`src/rtl/tile_judge.sv`:
```
// Game-rule stage for piano tiles: lane hit/miss judging, two-digit BCD score
// and the IDLE/PLAY/OVER state machine, evaluated once per key event or frame.
module tile_judge #(
    parameter int          HIT_LINE  = 400,
    parameter int          SCREEN_H  = 480,
    parameter logic [7:0]  KEY_L0    = 8'h04,
    parameter logic [7:0]  KEY_L1    = 8'h16,
    parameter logic [7:0]  KEY_L2    = 8'h07,
    parameter logic [7:0]  KEY_L3    = 8'h09,
    parameter logic [7:0]  KEY_START = 8'h2C
) (
    input  logic       clk,
    input  logic       reset,
    input  logic       vsync,
    input  logic [7:0] keycode,
    input  logic [9:0] tile_y0,
    input  logic [9:0] tile_y1,
    input  logic [9:0] tile_y2,
    input  logic [9:0] tile_y3,
    input  logic [9:0] tile_size,
    output logic       start_game,
    output logic       game_over,
    output logic [3:0] tens_digit,
    output logic [3:0] ones_digit,
    output logic [3:0] clear_lane
);

    localparam logic [1:0]  S_IDLE = 2'd0;
    localparam logic [1:0]  S_PLAY = 2'd1;
    localparam logic [1:0]  S_OVER = 2'd2;
    localparam logic [10:0] LP_HIT = 11'(HIT_LINE);
    localparam logic [9:0]  LP_SCR = 10'(SCREEN_H);

    logic [1:0] r_state;
    logic       r_vs_s1, r_vs_s2, r_vs_d;
    logic [7:0] r_key_q;
    logic [3:0] r_hit;
    logic [3:0] r_tens, r_ones;
    logic [3:0] r_clear;
    logic       r_start, r_over;
    logic [9:0] r_prev [4];

    logic [9:0] w_y [4];
    logic [7:0] w_lane_key [4];
    logic       w_press, w_tick, w_over;
    logic [3:0] w_hittable;
    logic [1:0] w_nstate;
    logic [3:0] w_nhit, w_nclear, w_ntens, w_nones;
    logic [7:0] w_inc;

    // Score increment saturating at 99, ones digit carrying into tens.
    function automatic logic [7:0] bcd_inc(input logic [3:0] t, input logic [3:0] o);
        if (t == 4'd9 && o == 4'd9) return {t, o};
        if (o == 4'd9)              return {t + 4'd1, 4'd0};
        return {t, o + 4'd1};
    endfunction

    assign w_y[0] = tile_y0;
    assign w_y[1] = tile_y1;
    assign w_y[2] = tile_y2;
    assign w_y[3] = tile_y3;
    assign w_lane_key[0] = KEY_L0;
    assign w_lane_key[1] = KEY_L1;
    assign w_lane_key[2] = KEY_L2;
    assign w_lane_key[3] = KEY_L3;

    assign w_press = (keycode != r_key_q) && (keycode != 8'd0);
    assign w_tick  = r_vs_s2 & ~r_vs_d;
    assign w_inc   = bcd_inc(r_tens, r_ones);

    always_comb begin
        for (int n = 0; n < 4; n++) begin
            w_hittable[n] = (({1'b0, w_y[n]} + {1'b0, tile_size}) >= LP_HIT) && (w_y[n] < LP_SCR);
        end
    end

    // Key event is judged before the frame check; either can end the game.
    always_comb begin
        w_nstate = r_state;
        w_ntens  = r_tens;
        w_nones  = r_ones;
        w_nhit   = r_hit;
        w_nclear = 4'b0000;
        w_over   = 1'b0;
        case (r_state)
            S_IDLE, S_OVER: begin
                if (w_press && keycode == KEY_START) begin
                    w_nstate = S_PLAY;
                    w_ntens  = 4'd0;
                    w_nones  = 4'd0;
                    w_nhit   = 4'b0000;
                end
            end
            S_PLAY: begin
                if (w_press) begin
                    for (int n = 0; n < 4; n++) begin
                        if (keycode == w_lane_key[n]) begin
                            if (w_hittable[n] && !r_hit[n]) begin
                                w_nhit[n]   = 1'b1;
                                w_nclear[n] = 1'b1;
                                w_ntens     = w_inc[7:4];
                                w_nones     = w_inc[3:0];
                            end else begin
                                w_over = 1'b1;
                            end
                        end
                    end
                end
                if (w_tick) begin
                    for (int n = 0; n < 4; n++) begin
                        if (w_y[n] >= LP_SCR && !r_hit[n]) w_over = 1'b1;
                        if (w_y[n] < r_prev[n])             w_nhit[n] = 1'b0;
                    end
                end
                if (w_over) w_nstate = S_OVER;
            end
            default: w_nstate = S_IDLE;
        endcase
    end

    always_ff @(posedge clk or posedge reset) begin
        if (reset) begin
            r_state <= S_IDLE;
            r_vs_s1 <= 1'b0;
            r_vs_s2 <= 1'b0;
            r_vs_d  <= 1'b0;
            r_key_q <= 8'd0;
            r_hit   <= 4'b0000;
            r_tens  <= 4'd0;
            r_ones  <= 4'd0;
            r_clear <= 4'b0000;
            r_start <= 1'b0;
            r_over  <= 1'b0;
            for (int n = 0; n < 4; n++) r_prev[n] <= 10'd0;
        end else begin
            r_vs_s1 <= vsync;
            r_vs_s2 <= r_vs_s1;
            r_vs_d  <= r_vs_s2;
            r_key_q <= keycode;
            r_state <= w_nstate;
            r_hit   <= w_nhit;
            r_tens  <= w_ntens;
            r_ones  <= w_nones;
            r_clear <= w_nclear;
            r_start <= (w_nstate == S_PLAY);
            r_over  <= (w_nstate == S_OVER);
            if (w_tick) begin
                for (int n = 0; n < 4; n++) r_prev[n] <= w_y[n];
            end
        end
    end

    assign start_game = r_start;
    assign game_over  = r_over;
    assign tens_digit = r_tens;
    assign ones_digit = r_ones;
    assign clear_lane = r_clear;

endmodule

```
`config.mk`:
```
export PLATFORM = sky130hd
export DESIGN_NAME = tile_judge
export DESIGN_NICKNAME = d
export VERILOG_FILES = /design/src/rtl/tile_judge.sv
export SDC_FILE = /design/constraint.sdc
export NUM_CORES = 1
export LEC_CHECK = 0
export ABC_AREA = 0
export CAP_MARGIN = 20
export CORE_MARGIN = 2
export CORE_UTILIZATION = 35
export DETAILED_ROUTE_END_ITERATION = 8
export GPL_TIMING_DRIVEN = 0
export PLACE_DENSITY = 0.65
export SYNTH_ARGS = -nofsm -noshare
export SYNTH_HDL_FRONTEND = slang
export SYNTH_SLANG_ARGS = --single-unit
```
`constraint.sdc`:
```
create_clock -name clk -period 2.34 [get_ports clk]
set_clock_uncertainty 0.05 [all_clocks]
set_input_delay 0.234 -clock clk [delete_from_list [all_inputs] [get_ports clk]]
set_output_delay 0.234 -clock clk [all_outputs]
set_load 0.01 [all_outputs]
```
# ---- Yosys cells after proc, flatten, opt, wreduce, memory -nomap -nowiden
# Cells that the tools add are included.
dict set report totals {
  register_bits 71
  latch_bits 0
  mem_bits_rw 0
  romBits 0
  input_bits 61
  output_inout_bits 14
  elab_cells 151
  mem_count 0
}
dict set report op_classes {
  add_sub_neg 6
  mul 0
  div 0
  order_cmp 16
  n_eq_ne 14
  n_shift 0
  n_mux 73
  n_bitwise 2
  n_reduce_logical 25
}
# op count
set ops {}
lappend ops {{two-way mux 4 bit} 23}
lappend ops {{adder 10 x 10 -> 11 bit} 4}
lappend ops {{>= comparator 11 x 9 -> 1 bit, second input constant} 4}
lappend ops {{>= comparator 10 x 9 -> 1 bit, second input constant} 4}
lappend ops {{< comparator 10 bit} 4}
lappend ops {{< comparator 10 x 9 -> 1 bit, second input constant} 4}
lappend ops {{two-way mux 1 bit} 40}
lappend ops {{two-way mux 8 bit} 4}
lappend ops {{one-hot mux 4 bit (2 select lines)} 3}
lappend ops {{== test 8 x 3 -> 1 bit, second input constant} 2}
lappend ops {{logical AND 1 bit} 15}
lappend ops {{adder 4 x 1 -> 4 bit, second input constant} 2}
lappend ops {{== test 4 bit, second input constant} 2}
lappend ops {{== test 8 x 4 -> 1 bit, second input constant} 1}
lappend ops {{== test 8 x 5 -> 1 bit, second input constant} 1}
lappend ops {{== test 8 x 6 -> 1 bit, second input constant} 1}
lappend ops {{inequality test 8 bit} 1}
lappend ops {{nonzero test 8 bit} 1}
lappend ops {{== test 2 x 1 -> 1 bit, second input constant} 2}
lappend ops {{== test 2 bit, second input constant} 2}
lappend ops {{logical NOT 1 bit} 4}
lappend ops {{two-way mux 2 bit} 2}
lappend ops {{inequality test 2 bit, second input constant} 2}
lappend ops {{one-hot mux 2 bit (2 select lines)} 1}
lappend ops {{other kinds (7)} 7}

# ---- Logic depth before layout (Yosys ltp)
# Gate-level depths: netlist of the first run.
dict set report logic_depth {
  ltp_word 24
  mapped_depth 13
  ltp_nobuf 13
}

# ---- Least setup slack after synthesis of the first run
# OpenSTA, ideal clock, no wires.
dict set report synth_path {
  path_type {input to register}
  from {in tile_y0[0]}
  to {reg r_ones[3] (netlist: ones_digit[3])}
  setup_time_ns 0.120
  t_arrival_ns 2.777
  t_required_ns 2.170
  slack_ns -0.607
  path_stages 12
  path_buffers 0
  cell_sequence {ha_1 fa_1 a211o_1 a311oi_2 nor2_1 o311ai_1 o31ai_2 o2bb2ai_1 o21ba_4 nand2_2 a32o_1 a31o_1}
}
dict set report synth_via {
  elab_chain_cells 14
  word_cells_on_any_way 15
  classes_between {add/sub (1); order compare (2); mux (10); reduce/logical (2)}
}
# element line
set synth_lines {}
lappend synth_lines {{from (decl)} 16} ;# input logic [9:0] tile_y0,
lappend synth_lines {{adder 10 x 10 -> 11 bit} 73} ;# w_hittable[n] = (({1'b0, w_y[n]} + {1'b0, tile_size}) >= LP_HIT) && (w_y[n] < LP_SCR);
lappend synth_lines {{>= comparator 11 x 9 -> 1 bit} 73}
lappend synth_lines {{logical AND 1 bit (*)} 73}
lappend synth_lines {{logical AND 1 bit (*)} 98} ;# if (w_hittable[n] && !r_hit[n]) begin
lappend synth_lines {{two-way mux 4 bit (*)} 98}
lappend synth_lines {{two-way mux 4 bit (*)} 97} ;# if (keycode == w_lane_key[n]) begin
lappend synth_lines {{two-way mux 4 bit} 98}
lappend synth_lines {{two-way mux 4 bit (*)} 97}
lappend synth_lines {{two-way mux 4 bit} 98}
lappend synth_lines {{two-way mux 4 bit (*)} 97}
lappend synth_lines {{two-way mux 4 bit} 98}
lappend synth_lines {{two-way mux 4 bit (*)} 97}
lappend synth_lines {{two-way mux 4 bit (*)} 95} ;# if (w_press) begin
lappend synth_lines {{one-hot mux 4 bit (2 select lines) (*)} 85} ;# case (r_state)
lappend synth_lines {{to (signal assigned)} 143} ;# r_ones <= w_nones;
lappend synth_lines {{to (decl)} 38} ;# logic [3:0] r_tens, r_ones;
# Mark *: on every way between the ends. The rest lies on a longest branch, timed or not. The select of a mux whose other input is x is not followed.
# A chain may end at the register's enable or synchronous reset.

# ---- Final worst setup path of the first run
dict set report layout_path {
  from {in tile_size[0]}
  to {reg r_tens[3] (netlist: tens_digit[3])}
}
dict set report layout_via {
  elab_chain_cells 14
  word_cells_on_any_way 26
  classes_between {add/sub (4); order compare (4); mux (10); reduce/logical (8)}
}
# element line
set layout_lines {}
lappend layout_lines {{from (decl)} 20} ;# input logic [9:0] tile_size,
lappend layout_lines {{adder 10 x 10 -> 11 bit} 73}
lappend layout_lines {{>= comparator 11 x 9 -> 1 bit} 73}
lappend layout_lines {{logical AND 1 bit} 73}
lappend layout_lines {{logical AND 1 bit} 98}
lappend layout_lines {{two-way mux 4 bit} 98}
lappend layout_lines {{two-way mux 4 bit} 97}
lappend layout_lines {{two-way mux 4 bit} 98}
lappend layout_lines {{two-way mux 4 bit} 97}
lappend layout_lines {{two-way mux 4 bit} 98}
lappend layout_lines {{two-way mux 4 bit} 97}
lappend layout_lines {{two-way mux 4 bit} 98}
lappend layout_lines {{two-way mux 4 bit (*)} 97}
lappend layout_lines {{two-way mux 4 bit (*)} 95}
lappend layout_lines {{one-hot mux 4 bit (2 select lines) (*)} 85}
lappend layout_lines {{to (signal assigned)} 142} ;# r_tens <= w_ntens;
lappend layout_lines {{to (decl)} 38}
# Marked as above.

==> summary.md, run 1 <==
| Metric | Value |
|---|---|
| Outcome | `finished, violations left` |
| Failing checks | `setup timing` |
| Die area | `17100 µm²` |
| Maximum vdd drop | `347 µV` |
| Dpl cell area | `6740 µm²` |
| Worst flop-to-flop path startpoint | `r_prev[11]` |
| Hold path cells | `3` |
| Beginning of the worst hold path | `tile_y0[0]` |
| Fin util | `48.5%` |
| Layout cells sized above 1 | `19.8%` |
| H-tree levels | `3` |
| Global route hottest layer | `met2` |
| Yosys reg bits | `71` |
| Sequential area share after synthesis | `31.5%` |
| FP Rows | `46` |
| WP data arrival | `3000 ps` |
| TritonCTS clock tree | `done` |
| Nets | `890` |
| Min-delay worst type | `in2reg` |
| Met3 Use GR | `2.97%` |
| Max stage delay cell, worst path | `fa_2` |
| DR WL/cell | `15.7 µm` |
| Gpl congestion | `0.884` |
| Fin. max-slew vios | `0` |
| Mapped Avg Cell Area | `8.87 µm²` |
| WL final | `15.2 mm` |
| Clock Sinks | `71` |
| Largest net degree at the start of global routing | `51` |
| Skew-Pair Late Insertion Delay | `350 ps` |
| First-pass GRT wire length | `24.0 mm` |
| Min cycle time layout | `2830 ps` |
| Crit. End Element | `flip-flop` |
| Flop-to-flop setup slack | `-30 ps` |
| FF-to-FF path depth | `11` |
| Cell Pwr Density | `517 nW/µm²` |
| Tcrit/Tclk final | `121%` |
| RSZ-0062 raised after global routing | `true` |
| Req. time, crit path | `2510 ps` |
| Starting Density | `35.6%` |
| Hpwl dp | `11.3 mm` |
| Clock Path Buffers | `2` |
| Initial DRC Count | `293` |
| Layout fillers | `1498` |
| Synthesis-to-layout area growth | `36.1%` |
| Setup ws final | `-486 ps` |
| Slew @ Worst Pin | `823 ps` |
| Core area | `15800 µm²` |
| Most common flop cell mapped by yosys | `dfrtp_1` |
| Via Count | `5076` |
| Slew margin rel. | `43.7%` |
| Vias in the first global route | `4862` |
| Critical path class | `in2reg` |
| DP Worst Slack | `-1490 ps` |
| DRC | `0` |
| Post-synth cell types | `72` |
| Hold Vio Cnt, Final | `0` |
| Synth async-reset ratio | `100%` |
| Cts hold-fix bufs | `0` |
| Number of CTS-inserted buffers | `9` |
| Worst Path Max Fanout | `3` |
| Worst Hold Path EP | `r_prev[30]` |
| Critical path startpoint category | `primary input` |
| Die height | `131 µm` |
| Max-cap viol count | `0` |
| GRT Util Overall | `18.1%` |
| Syn. warnings | `0` |
| Via density | `5.26` |
| Lkg Pwr | `0.00333 µW` |
| Synthesized Nets | `781` |
| GR Util met2 | `28.5%` |
| Biggest cell delay along the critical path | `370 ps` |
| Final Cell Area | `7670 µm²` |
| Fmax | `0.354 GHz` |
| Cells after Synth | `636` |
| Total gr overflow | `0` |
| Netlist Area Pre-Place | `5640 µm²` |
| Clk Tree Root Cell | `clkbuf_16` |
| GRT met1 Usage | `24.9%` |
| Initial antenna violation count | `0` |
| IO Pins | `75` |
| Setup TNS | `-5960 ps` |
| # diodes | `0` |
| I/O Buffers | `74` |
| Final setup viols | `18` |
| Worst reg2reg endpoint | `r_hit[2]` |
| DRT Pass-1 Iters | `4` |
| Worst path cell trace | `buf_12 > ha_4 > fa_2 > a211o_1 > a311oi_4 > nor2_2 > o22a_1 > o31ai_4 > o2bb2ai_1 > o21ba_4 > a2111oi_4 > xnor2_1 > nor2_1` |
| Worst-path clk slew | `60 ps` |
| Die width | `131 µm` |
| Antenna Nets Post-Route | `0` |
| EDFF count, synth | `0` |
metrics by stage:
step	cells	total power [µW]	hold slack [ps]
2_1_floorplan	636	2040	215
6_report	965	3970	44.9
4_1_cts	957	3920	39.0
3_5_place_dp	927	2400	289
5_1_grt	965	4190	42.9
3_3_place_gp	926	2370	287
layout by cell type (no fill, tap or decap), types with 5 or more instances in the layout:
cell type / instances
xnor2_1: 5
a21oi_1: 34
dfrtp_1: 71
nor2_1: 23
ha_4: 21
clkdlybuf4s50_1: 37
nor2b_1: 7
a211o_1: 6
o211ai_1: 5
a211oi_2: 6
nand3_1: 7
inv_1: 49
nor4_1: 7
clkbuf_2: 5
ha_2: 7
or3_1: 5
clkbuf_16: 9
dlygate4sd2_1: 18
buf_4: 21
ha_1: 52
a21o_1: 15
nand4_1: 5
nand3b_1: 6
nand2_1: 82
a21oi_2: 5
a31o_2: 5
nor2_2: 5
nand2b_1: 9
o21ai_0: 55
xor2_1: 12
clkbuf_1: 9
o21a_1: 6
report_power, final:
group	internal (µW)	total [µW]	switching (µW)	leakage, µW
clock	849	1400	548	0.000143
combinational	559	1200	646	0.00229
sequential	1330	1360	31.9	0.000899
total	2740	3970	1230	0.00333
synth_stat cells (3+ instances only):
cell        n  share of area (%)
nand2_1    83                5.5
ha_1       80                 18
dfrtp_1    71                 32
o21ai_0    58                5.1
inv_1      51                3.4
a21oi_1    39                3.5
nor2_1     29                1.9
a21o_1     15                2.0
xor2_1     12                1.9
a211oi_1   10                1.3
nor2b_1    10                1.1
nand2b_1    9                1.0
nand3_1     8               0.71
or3_1       8               0.89
clkbuf_1    7               0.47
nor4_1      7               0.78
a2111oi_0   6               0.93
a211o_1     6               0.93
nand3b_1    6               0.80
nor3_1      6               0.53
o21a_1      6               0.80
a31o_2      5               0.78
mux2i_1     5               0.89
nand4_1     5               0.55
o211ai_1    5               0.67
xnor2_1     5               0.78
a41oi_1     4               0.62
fa_1        4                1.4
o2111ai_1   4               0.62
o221ai_1    4               0.62
o22ai_1     4               0.44
or2_2       4               0.44
a311o_1     3               0.53
and2_1      3               0.33
and3_1      3               0.33
buf_1       3               0.20
o22a_1      3               0.47
o32ai_1     3               0.47
layout make-up:
cell class	instances	area (µm²)	area share, %
multi-input combinational	503	4190	54.6
sequential	71	1780	23.2
timing repair buffer	98	903	11.8
tap	216	270	3.52
clock buffer	12	246	3.21
inverter	51	194	2.53
buffer	11	48.8	0.636
clock inverter	3	43.8	0.571
per-layer routing:
metal | part of all wire (%) | wire, µm
met4 | 1.9 | 293
met3 | 4.4 | 676
met5 | 0 | 0
met1 | 47 | 7160
met2 | 46 | 7060
cell families after synthesis:
group                      after synthesis  synth area share [%]
muxes                                    6                  1.09
buffers and inverters                   62                  4.19
and+or+nand+nor                        192                  16.5
DFF                                     71                  31.5
adders and majority gates               84                  19.2
AOI/OAI and AO/OA                      204                  24.9
xor gates and xnor gates                17                  2.64
state kept, by name, indices dropped and copies added, names as in the netlist:
signal      cells
game_over       1
r_hit           4
r_vs_s1         1
ones_digit      4
clear_lane      4
tens_digit      4
r_vs_s2         1
r_vs_d          1
start_game      1
r_prev         40
r_state         2
r_key_q         8
how the worst max path moves through the flow:
| stage | startpoint | end |
|---|---|---|
| detailed placement | tile_size[0] | tens_digit[3] |
| finish | tile_size[0] | tens_digit[3] |
| global route | tile_y0[3] | tens_digit[0] |
| global placement | tile_size[0] | tens_digit[3] |
| floorplan | tile_y0[0] | tens_digit[3] |
| CTS | tile_size[0] | tens_digit[3] |
what timing repair did:
item	CTS	global route
setup endpoints to repair	20	19
buffers inserted	15	8
resized for setup	125	52
pin swaps	38	31
critical path: cells and delay by family:
| family | cells | cell delay (ps) |
|---|---|---|
| and+or+nand+nor | 2 | 160 |
| AOI/OAI and AO/OA | 7 | 1840 |
| xor gates and xnor gates | 1 | 160 |
| adders and majority gates | 2 | 520 |
| buffers and inverters | 1 | 100 |
Note: power is estimated with default switching activity, not from simulation.
==> run 2, diff against run 1 <==
--- a/config.mk
+++ b/config.mk
@@ -9,6 +9,7 @@
 export CAP_MARGIN = 20
 export CORE_MARGIN = 2
 export CORE_UTILIZATION = 35
+export CTS_BUF_LIST = sky130_fd_sc_hd__clkbuf_4
 export DETAILED_ROUTE_END_ITERATION = 8
 export GPL_TIMING_DRIVEN = 0
 export PLACE_DENSITY = 0.65
==> constraint.sdc (replaced) <==
create_clock -name clk -period 2.85 [get_ports clk]
set_clock_uncertainty 0.05 [all_clocks]
set_input_delay 0.285 -clock clk [delete_from_list [all_inputs] [get_ports clk]]
set_output_delay 0.285 -clock clk [all_outputs]
set_load 0.01 [all_outputs]
==> summary.md, run 2 (synthesis results as in run 1) <==
| Metric | Value |
|---|---|
| Number of CTS-inserted buffers | `9` |
| Max stage delay cell, worst path | `clkdlybuf4s50_1` |
| Via density | `5.31` |
| Sw power | `997 µW` |
| Fin. max-slew vios | `0` |
| Dpl cell area | `6700 µm²` |
| Power Total | `2710 µW` |
| Worst path cell trace | `clkdlybuf4s50_1 > ha_4 > o21ai_1 > o31a_1 > o221ai_1 > o31ai_1 > a2111oi_2 > o21ai_2 > nand3_2 > nand2_4 > a32o_1 > a31o_1` |
| Die width | `131 µm` |
| Slew @ Worst Pin | `717 ps` |
| Max-cap viol count | `0` |
| Critical path startpoint category | `primary input` |
| Die area | `17100 µm²` |
| Crit. End Element | `flip-flop` |
| Fin util | `45.6%` |
| Layout fillers | `1539` |
| Gpl congestion | `0.887` |
| Hpwl dp | `11.2 mm` |
| Maximum vdd drop | `157 µV` |
| DRC | `0` |
| Commonest cells after routing, fill and taps aside | `nand2_1 (83), dfrtp_1 (71), ha_1 (63)` |
| TritonCTS clock tree | `done` |
| Critical path class | `in2reg` |
| DR WL/cell | `15.8 µm` |
| Core area | `15800 µm²` |
| Commonest non-fill, non-tap cell in the layout | `nand2_1` |
| Max reg flops | `40` |
| Slew margin rel. | `50.9%` |
| Synthesis-to-layout area growth | `28.0%` |
| FP Rows | `46` |
| Sequential share of power | `41.3%` |
| Biggest cell delay along the critical path | `540 ps` |
| Internal cell power | `1710 µW` |
| Largest net degree at the start of global routing | `50` |
| Switching share of power | `36.9%` |
| Starting Density | `35.6%` |
| IO Pins | `75` |
| GRT Util Overall | `18.2%` |
| Clk Tree Root Cell | `clkbuf_4` |
| H-tree levels | `3` |
| Total gr overflow | `0` |
| Antenna Nets Post-Route | `0` |
| DRT Pass-1 Iters | `5` |
| Clock Sinks | `71` |
| Cell Pwr Density | `375 nW/µm²` |
| Req. time, crit path | `3180 ps` |
| Final Cell Area | `7220 µm²` |
| WL final | `15.1 mm` |
| Vias in the first global route | `4954` |
| Tcrit/Tclk final | `99.1%` |
| Initial antenna violation count | `1` |
| Hold Vio Cnt, Final | `0` |
| Fmax | `0.354 GHz` |
| Min cycle time layout | `2820 ps` |
| Via Count | `5069` |
| Layout cells sized above 1 | `13.8%` |
| Worst-path clk slew | `160 ps` |
| Clock network power share | `24.3%` |
| First-pass GRT wire length | `24.2 mm` |
| Final setup viols | `0` |
| Power share of the combinational group | `34.4%` |
| WP data arrival | `3160 ps` |
| Min-delay worst type | `in2async` |
| Outcome | `finished clean` |
| Worst Path Max Fanout | `7` |
| Nets | `878` |
| Clock Path Buffers | `2` |
| I/O Buffers | `74` |
| Skew-Pair Late Insertion Delay | `490 ps` |
| Initial DRC Count | `285` |
| Lkg Pwr | `0.00318 µW` |
| Largest Register | `r_prev` |
| Top Registers | `r_prev (40), r_key_q (8)` |
| Die height | `131 µm` |
run 2: worst max-delay path: cells and delay by family:
kind	cells	cell delay, ps
buffers and inverters	1	540
adder cells (fa/ha/maj)	1	350
AND/OR/NAND/NOR	2	250
AO/OA/AOI/OAI	8	1730
run 2: cell type report:
| type | instances | area, µm² | share of cell area [%] |
|---|---|---|---|
| diodes | 1 | 2.50 | 0.0347 |
| plain buffers | 11 | 45.0 | 0.624 |
| clock buffers | 9 | 67.6 | 0.936 |
| clock inverters | 7 | 62.6 | 0.867 |
| inverters | 51 | 194 | 2.69 |
| multi-input cells | 503 | 3960 | 54.9 |
| flip-flops and latches | 71 | 1780 | 24.6 |
| well taps | 216 | 270 | 3.74 |
| repair buffers | 86 | 838 | 11.6 |
run 2: final timing paths:
kind / from / end / slack, ps / depth (start not counted)
min in group clk: tile_y3[0] / r_prev[0] / 40 / 3
max in group asynchronous: reset / r_vs_s1 / 2130 / 3
max reg2reg: r_prev[11] / r_hit[2] / 550 / 11
min reg2reg: r_vs_s1 / r_vs_s2 / 310 / 0
max: tile_y3[3] / ones_digit[3] / 30 / 12
min: reset / clear_lane[1] / 40 / 2
run 2: through the flow:
step / setup slack [ps] / instances / hold WS, ps / setup TNS [ps]
final: 26.2 / 955 / 35.7 / 0
after global routing: -41.9 / 955 / 49.4 / -80.7
after CTS: 2.62 / 952 / 30.5 / 0
after detailed placement: -930 / 927 / 285 / -13840
after global placement: -948 / 926 / 285 / -61490
after floorplan: 4.60 / 636 / 266 / 0
run 2: what timing repair did:
item	in CTS	in global routing
endpoints found under the hold margin	1	0
hold buffers	1	0
gates resized for setup	62	45
pin swaps	20	13
endpoints found under the setup margin	15	13
setup buffers	8	2
run 2: per-layer routing:
metal | global-route usage (%) | up-vias | part of all wire (%)
li1 | - | 2536 | -
met1 | 24.5 | 2431 | 48
met2 | 29.9 | 82 | 47
met3 | 2.77 | 20 | 3.2
met4 | 6.76 | 0 | 1.8
met5 | 0 | - | 0
run 2: power by group through the flow:
| stage | clock network (µW) | registers, µW | logic, µW |
|---|---|---|---|
| after floorplan | 0 | 1130 | 540 |
| after global placement | 0 | 1140 | 807 |
| after detailed placement | 0 | 1140 | 823 |
| after CTS | 679 | 1120 | 879 |
| after global routing | 725 | 1130 | 1050 |
| final | 658 | 1120 | 930 |
==> RTL change (config.mk and constraints of run 2) <==
Reset style: synchronous (`reset`), changed in one clocked block.
--- a/src/rtl/tile_judge.sv
+++ b/src/rtl/tile_judge.sv
@@ -118,7 +118,7 @@
         endcase
     end
 
-    always_ff @(posedge clk or posedge reset) begin
+    always_ff @(posedge clk) begin
         if (reset) begin
             r_state <= S_IDLE;
             r_vs_s1 <= 1'b0;
Check against the original RTL: differs if reset is asserted again (counterexample within 4 cycles, from zero or initial values and one cycle with reset high); with reset held inactive, the same outputs for 4 cycles.
==> RTL change against run 2 <==
- the flow now finishes with violations (negative setup slack)
- worst setup slack lost 36 ps
- via count up 0.51%
- core utilization is 1.5 points higher
- final area is 2.9% higher
- total power up 1.4%
- die area is 0.43% lower
- sequential cell count unchanged
- area after synthesis is 0.44% lower
- first-iteration DRC count up 27%
- wire length rose by 1.7%
- largest cell class unchanged
==> RTL change: results (changes against run 2) <==
INFO  metric design.seq.count = 71 (unchanged)
INFO  metric global_route.usage.total = 18.1% (-0.14 points)
INFO  metric violations_in_the_final_reports = negative setup slack
INFO  metric n_all_inverters = 54 (+5.9%)
INFO  metric grt.met1_usage = 22.8% (-1.7 points)
INFO  metric power_leakage = 2.93 nW (-8.1%)
INFO  metric placed_area = 6720 um2 (+0.36%)
INFO  metric dr.pass1.iters = 4 (-1)
INFO  metric post_synth.cell_area_avg = 9.01 um2 (+1.6%)
INFO  metric layout_setup_ws = -10.0 ps (-36.2 ps)
INFO  metric wl_met2 = 7490 um (+5.3%)
INFO  metric run_status = finished, violations left
INFO  metric timing.setup.tns = -10.0 ps (-10.0 ps)
INFO  metric comb.multi_input.count = 482 (-4.2%)
INFO  metric largest_net_degree_at_the_start_of_global_routing = 27 (-46%)
INFO  metric critical_path.reg2reg.endpoint = tens_digit[1]
INFO  metric nNetsFinal = 871 (-0.80%)
INFO  metric routed-wl-met3 = 836 um (+73%)
INFO  metric area_share_clock_buf_inv = 2.17% (+0.37 points)
INFO  metric register_area = 1820 um2 (+2.5%)
INFO  metric dp.final_hpwl = 11,400 um (+1.7%)
INFO  metric post_synth_most_frequent_cells = ha_1 (80), inv_1 (54), nor2_1 (45), edfxtp_1 (40), and2_1 (39)
INFO  metric finalInstanceArea = 7430 um2 (+2.9%)
INFO  metric synth_sequential_area_ratio = 32.4% (+0.94 points)
INFO  metric hold_path.class = in -> reg
INFO  metric ys_dominant_reg_cell = edfxtp_1
INFO  metric grtUsageMet2 = 30.9% (+1.1 points)
INFO  metric setup_violations = 1 (+1)
RTL change: changes by cell type after synthesis, moves of 10 or more:
cell      delta
and2_1      +36
nor2_1      +16
edfxtp_1    +40
nor2b_1     +12
nor3_1      +12
xnor2_1     +10
nand2_1     -46
dfrtp_1     -71
o21ai_0     -35
dfxtp_1     +31
RTL change: cell families after synthesis:
kind of cell,count (synthesis),synth area share [%]
and+or+nand+nor,224,21.2
xor gates and xnor gates,18,2.81
AOI/OAI and AO/OA,154,19.0
buffers and inverters,70,4.90
muxes,2,0.379
DFF,71,32.4
adders and majority gates,84,19.3
RTL change: timing repair:
action / in CTS / in global routing
gates cloned: 0 / 0
endpoints found under the setup margin: 14 / 12
setup buffers: 11 / 7
endpoints found under the hold margin: 0 / 0
resized for setup: 96 / 72
pin swaps: 24 / 30
RTL change: report_power, final:
group          switching, W  internal [W]
Combinational      0.000432      0.000385
Sequential        0.0000115       0.00112
Clock              0.000434      0.000359
Total              0.000877       0.00187
